### config.mk
export PLATFORM = sky130hd
export DESIGN_NAME = mitll_ndro_bank
export DESIGN_NICKNAME = d
export VERILOG_FILES = /design/src/rtl/mitll_sfq_pkg.sv /design/src/rtl/sfq_tog_pipe.sv /design/src/rtl/mitll_ndro_bank.sv
export SDC_FILE = /design/constraint.sdc
export NUM_CORES = 1
export LEC_CHECK = 0
export ABC_AREA = 1
export ABC_CLOCK_PERIOD_IN_PS = 900
export CAP_MARGIN = 20
export CORE_UTILIZATION = 25
export CTS_BUF_LIST = sky130_fd_sc_hd__clkbuf_8
export DETAILED_ROUTE_END_ITERATION = 10
export HOLD_SLACK_MARGIN = 0.02
export SLEW_MARGIN = 10
export SYNTH_ARGS = -nofsm -noshare
export SYNTH_HDL_FRONTEND = slang
export SYNTH_HIERARCHICAL = 1
export SYNTH_SLANG_ARGS = --single-unit
### constraint.sdc
create_clock -name clk -period 0.9 [get_ports clk]
set_clock_uncertainty 0.1 [all_clocks]
set_input_delay 0.09 -clock clk [delete_from_list [all_inputs] [get_ports clk]]
set_output_delay 0.09 -clock clk [all_outputs]
set_load 0.01 [all_outputs]
### src/rtl/mitll_sfq_pkg.sv
// Shared constants and helpers for the toggle-encoded SFQ behavioural blocks.
package mitll_sfq_pkg;

    localparam int MAX_CH    = 32;
    localparam int MAX_DELAY = 7;
    localparam int TMR_W     = 3;

    // One SFQ pulse is any level change between consecutive samples.
    function automatic logic tog_detect(
        input logic cur,
        input logic prev
    );
        return cur ^ prev;
    endfunction

endpackage

### src/rtl/sfq_tog_pipe.sv
// DELAY-deep read-mask pipeline feeding a toggle-encoded output register.
// DELAY=0 toggles the output on the same edge the mask is presented.
module sfq_tog_pipe
    import mitll_sfq_pkg::*;
#(
    parameter int CH    = 4,
    parameter int DELAY = 2
) (
    input  logic          clk,
    input  logic          reset_n,
    input  logic [CH-1:0] mask_i,
    output logic [CH-1:0] out_o
);

    logic [CH-1:0] out_q;
    logic [CH-1:0] out_d;

    generate
        if (DELAY == 0) begin : g_bypass
            assign out_d = out_q ^ mask_i;
        end else begin : g_pipe
            logic [CH-1:0] pipe_q [DELAY];

            always_ff @(posedge clk or negedge reset_n) begin
                if (!reset_n) begin
                    for (int i = 0; i < DELAY; i++) begin
                        pipe_q[i] <= '0;
                    end
                end else begin
                    pipe_q[0] <= mask_i;
                    for (int i = 1; i < DELAY; i++) begin
                        pipe_q[i] <= pipe_q[i-1];
                    end
                end
            end

            assign out_d = out_q ^ pipe_q[DELAY-1];
        end
    endgenerate

    always_ff @(posedge clk or negedge reset_n) begin
        if (!reset_n) begin
            out_q <= '0;
        end else begin
            out_q <= out_d;
        end
    end

    assign out_o = out_q;

endmodule

### src/rtl/mitll_ndro_bank.sv
// CH-channel NDRO bank with a shared toggle-encoded read strobe.
// Define NDRO_VIOL_CHECK_EN to build the hold timer and violation monitor.
module mitll_ndro_bank
    import mitll_sfq_pkg::*;
#(
    parameter int CH    = 4,
    parameter int DELAY = 2,
    parameter int HOLD  = 1,
    parameter int ERR_W = 8
) (
    input  logic             clk,
    input  logic             reset_n,
    input  logic [CH-1:0]    set,
    input  logic [CH-1:0]    reset,
    input  logic             rd,
    input  logic             viol_clr,
    output logic [CH-1:0]    out,
    output logic [CH-1:0]    state,
    output logic [CH-1:0]    viol,
    output logic [ERR_W-1:0] viol_cnt
);

    logic [CH-1:0] set_q;
    logic [CH-1:0] reset_q;
    logic          rd_q;
    logic [CH-1:0] state_q;
    logic [CH-1:0] state_d;

    logic [CH-1:0] set_p;
    logic [CH-1:0] reset_p;
    logic          rd_p;
    logic [CH-1:0] mask;

    generate
        for (genvar i = 0; i < CH; i++) begin : g_det
            assign set_p[i]   = tog_detect(set[i], set_q[i]);
            assign reset_p[i] = tog_detect(reset[i], reset_q[i]);
        end
    endgenerate

    assign rd_p = tog_detect(rd, rd_q);

    // Reset wins over set; the read captures the pre-update value.
    assign state_d = (state_q | set_p) & ~reset_p;
    assign mask    = rd_p ? state_q : '0;

    always_ff @(posedge clk or negedge reset_n) begin
        if (!reset_n) begin
            set_q   <= '0;
            reset_q <= '0;
            rd_q    <= 1'b0;
            state_q <= '0;
        end else begin
            set_q   <= set;
            reset_q <= reset;
            rd_q    <= rd;
            state_q <= state_d;
        end
    end

    assign state = state_q;

    sfq_tog_pipe #(
        .CH    (CH),
        .DELAY (DELAY)
    ) u_pipe (
        .clk     (clk),
        .reset_n (reset_n),
        .mask_i  (mask),
        .out_o   (out)
    );

`ifdef NDRO_VIOL_CHECK_EN
    logic [TMR_W-1:0] tmr_q;
    logic [TMR_W-1:0] tmr_d;
    logic [CH-1:0]    viol_q;
    logic [CH-1:0]    viol_d;
    logic [ERR_W-1:0] cnt_q;
    logic [ERR_W-1:0] cnt_d;
    logic [CH-1:0]    new_v;
    logic             busy;

    assign busy  = rd_p | (tmr_q != '0);
    assign new_v = (set_p & reset_p) | ((set_p | reset_p) & {CH{busy}});

    always_comb begin
        tmr_d = tmr_q;
        if (rd_p) begin
            tmr_d = TMR_W'(HOLD);
        end else if (tmr_q != '0) begin
            tmr_d = tmr_q - TMR_W'(1);
        end
    end

    // A violation arriving with the clear survives it.
    always_comb begin
        viol_d = viol_q | new_v;
        cnt_d  = cnt_q;
        if (viol_clr) begin
            viol_d = new_v;
            cnt_d  = (new_v != '0) ? ERR_W'(1) : '0;
        end else if ((new_v != '0) && (cnt_q != '1)) begin
            cnt_d = cnt_q + ERR_W'(1);
        end
    end

    always_ff @(posedge clk or negedge reset_n) begin
        if (!reset_n) begin
            tmr_q  <= '0;
            viol_q <= '0;
            cnt_q  <= '0;
        end else begin
            tmr_q  <= tmr_d;
            viol_q <= viol_d;
            cnt_q  <= cnt_d;
        end
    end

    assign viol     = viol_q;
    assign viol_cnt = cnt_q;
`else
    localparam int unused_hold = HOLD;
    logic unused_clr;

    assign unused_clr = viol_clr;
    assign viol       = '0;
    assign viol_cnt   = '0;
`endif

endmodule

==> summary.txt <==
Critical path
  • Setup crit start kind: flip-flop
  • Arrival time reported for the critical path endpoint: 790 ps
  • Largest incremental delay on the critical path: 390 ps
  • Cell family with most CP delay: flip-flops
  • CP bufs+invs: 1
  • Crit path max-delay cell type: sky130_fd_sc_hd__dfrtp_1
  • Req. time, crit path: 710 ps
  • Cell Chain, Critical Path: buf_2
  • Crit-path max FO: 2
  • Endpoint class of the critical path: output port
  • Setup CP Type: reg2out

Synthesis
  • Yosys cell types: 9
  • Number of warnings printed during yosys synthesis: 6
  • Part of the Yosys area used for sequential elements: 0.635
  • Post-synthesis instance area: 986 um2
  • Synth Instances: 99
  • Synthesized area per cell: between 9 and 10 um2
  • Async SR Flop Fraction: 1.00
  • Portion of synthesized cell area occupied by the leading cell type: 0.635
  • Most frequent cells after synthesis: sky130_fd_sc_hd__dfrtp_1 (25), sky130_fd_sc_hd__inv_1 (24), sky130_fd_sc_hd__nand2_1 (24), sky130_fd_sc_hd__buf_4 (12)
  • Top cells by area, synth: sky130_fd_sc_hd__dfrtp_1 (63%), sky130_fd_sc_hd__buf_4 (9.1%), sky130_fd_sc_hd__inv_1 (9.1%)
  • Synthesis-stage register bit count: 25
  • Largest area contributor in the synthesized netlist: sky130_fd_sc_hd__dfrtp_1
  • Post-synth EDFFs: 0
  • Predominant post-synthesis flop cell: sky130_fd_sc_hd__dfrtp_1
  • Cell with the most instances after synthesis: sky130_fd_sc_hd__dfrtp_1

Outcome
  • Status: finished with violations
  • Violations in the final reports: setup timing

Detailed routing
  • Remaining number of nets flagged by the antenna check after routing: 0
  • Routed length on met1: 581 um
  • DRC Markers: 0
  • Top Metal Used: met3
  • Metal2 WL: between 600 and 700 um
  • 1st-iter DRT viols: 9
  • Vias per cell: between 3 and 4
  • Wire length on met3: 108 um
  • Sum of routed wire length over all layers: around 1300 um
  • Vias after detailed routing: slightly above 600
  • WL per Instance: between 7 and 8 um
  • Drt pass-1 iters: 4

Timing
  • Max frequency: 1020 MHz
  • Hold slack: roughly 64 ps
  • Final Critical Period: approximately 980 ps
  • Hold violation count in the final report: 0
  • Setup repair after global routing missed its margin: true
  • Final Cycle Share: 1.09
  • Setup WS post-layout: -77.8 ps
  • Final Max Tran Viols: 0
  • Setup violations, final: 12

Final layout
  • Final cell count without fillers: ~180
  • Nets: between 100 and 150
  • Layout-stage area growth over the synthesis result: 30.7%
  • Antenna cells: 0
  • Layout cell share with drive strength beyond 1: 0.227
  • Layout fillers: about 390

Floorplan
  • Die outline area: 4200 um2
  • Floorplan die width: between 60 and 70 um
  • Effective utilization at floorplan: 0.265
  • Die Span Y: 64.8 um
  • Floorplan Core Area: 3720 um2
  • Row Count: 22
  • Io pins: 32

Global routing
  • Global-route wire length before repair: 2360 um
  • Congestion Overflow GR: 0
  • Antenna violations before repair: 0
  • Number of global-route vias before repair: around 540
  • Pin count of the biggest net entering global routing: 26
  • Combined global-route utilization of all metal layers: 0.0746

Clock network
  • Root Driver: sky130_fd_sc_hd__clkbuf_8
  • Clock network latency to the later pin of the worst-skew pair: 260 ps
  • Maximum buffer depth of the clock tree: 2
  • TritonCTS Buffers: 3
  • Clock Pin Slew Worst Setup and Hold Paths: 90 ps
  • Max H-tree Level: 1
  • # clock sinks: 25
  • CTS tree: built

Hold path
  • Path type of the worst min-delay path: in2async

Power
  • Overall power after layout: 2740 uW
  • Max IR drop VDD: 775 uV
  • Leakage power of the design: 0.000709 uW
  • Pwr/cell area: 2130 nW/um2

Place
  • Inst Count DP: roughly 170
  • Count of buffers from port buffering: 18
  • Global placement routability congestion: 0.655
  • DPL Wire Length: 964 um

Flow run
  • Count of maximum capacitance violations: 0
-- where the power goes --
part	internal (uW)	leakage [uW]	total (uW)	switching, uW
Clock	304	0.0000269	635	330
Combinational	410	0.000372	750	340
Sequential	1280	0.000311	1360	74.8
-- registers in the layout, indices dropped and copies added (netlist names) --
register / count
set_q: 4
u_pipe/out_o: 4
u_pipe/g_pipe.pipe_q: 8
state: 4
rd_q: 1
reset_q: 4
-- layout by cell type, fill, tap and decap left out, drive strengths merged --
cell           count
clkbuf             3
dfrtp             25
buf               16
nand2             24
clkdlybuf4s50     10
inv               25
nor2               4
xnor2              5
nand3              4
conb              12
-- cell families (layout without fill, tap and decap cells) --
group                     Yosys count  count (layout)  synth area share
buffers and inverters              36              54             0.183
other                               1              12           0.00380
DFF                                25              25             0.635
and+or+nand+nor                    32              32             0.127
xor gates and xnor gates            5               5            0.0520
-- per-stage QoR --
stage | TNS [ps] | area (um2) | setup slack (ps) | util
after floorplan | 0 | 1030 | 53.4 | -
final | -573 | 1290 | -77.8 | 0.347
after global placement | -2450 | 1230 | -192 | 0.330
after detailed placement | -2780 | 1230 | -229 | 0.330
after global routing | -1350 | 1290 | -115 | 0.347
after CTS | -873 | 1270 | -95.5 | 0.341
-- worst paths after layout --
path | endpoint | slack [ps] | start | cells after the start
min in group clk | reset_q[1]$_DFF_PN0_ | 210 | reset[1] | 1
max | state[1] | -80 | state[1]$_DFF_PN0_ | 1
min reg2reg | u_pipe/g_pipe.pipe_q[3]$_DFF_PN0_ | 250 | u_pipe/g_pipe.pipe_q[7]$_DFF_PN0_ | 0
max in group asynchronous | u_pipe/g_pipe.pipe_q[0]$_DFF_PN0_ | 480 | reset_n | 2
min | set_q[1]$_DFF_PN0_ | 60 | reset_n | 2
max reg2reg | u_pipe/g_pipe.pipe_q[7]$_DFF_PN0_ | -10 | rd_q$_DFF_PN0_ | 2
-- worst register-to-register path: stages (launching register included) --
cell	delay, ps
sky130_fd_sc_hd__dfrtp_1	410
sky130_fd_sc_hd__xnor2_2	220
sky130_fd_sc_hd__nor2_1	60
-- cell type report --
class                           count  area, um2  share of cell area
Timing Repair Buffer               26        229               0.178
Sequential cell                    25        626               0.485
Clock inverter                      1       3.75             0.00291
Tap cell                           48       60.1              0.0466
Inverter                           24       90.1              0.0699
Clock buffer                        3       41.3              0.0320
Multi-Input combinational cell     49        239               0.185
-- per-layer routing --
metal,track usage,vias to the layer above
li1,-,311
met1,0.100,273
met2,0.108,29
met3,0.0246,0
met4,0.0333,0
met5,0,-
-- what timing repair did --
| action | in CTS | in global routing |
|---|---|---|
| setup buffers | 4 | 1 |
| setup endpoints to repair | 12 | 17 |
| pin swaps | 5 | 4 |
| gates resized for setup | 34 | 10 |
| hold buffers | 0 | 0 |
Power figures use the tool's default switching activity.
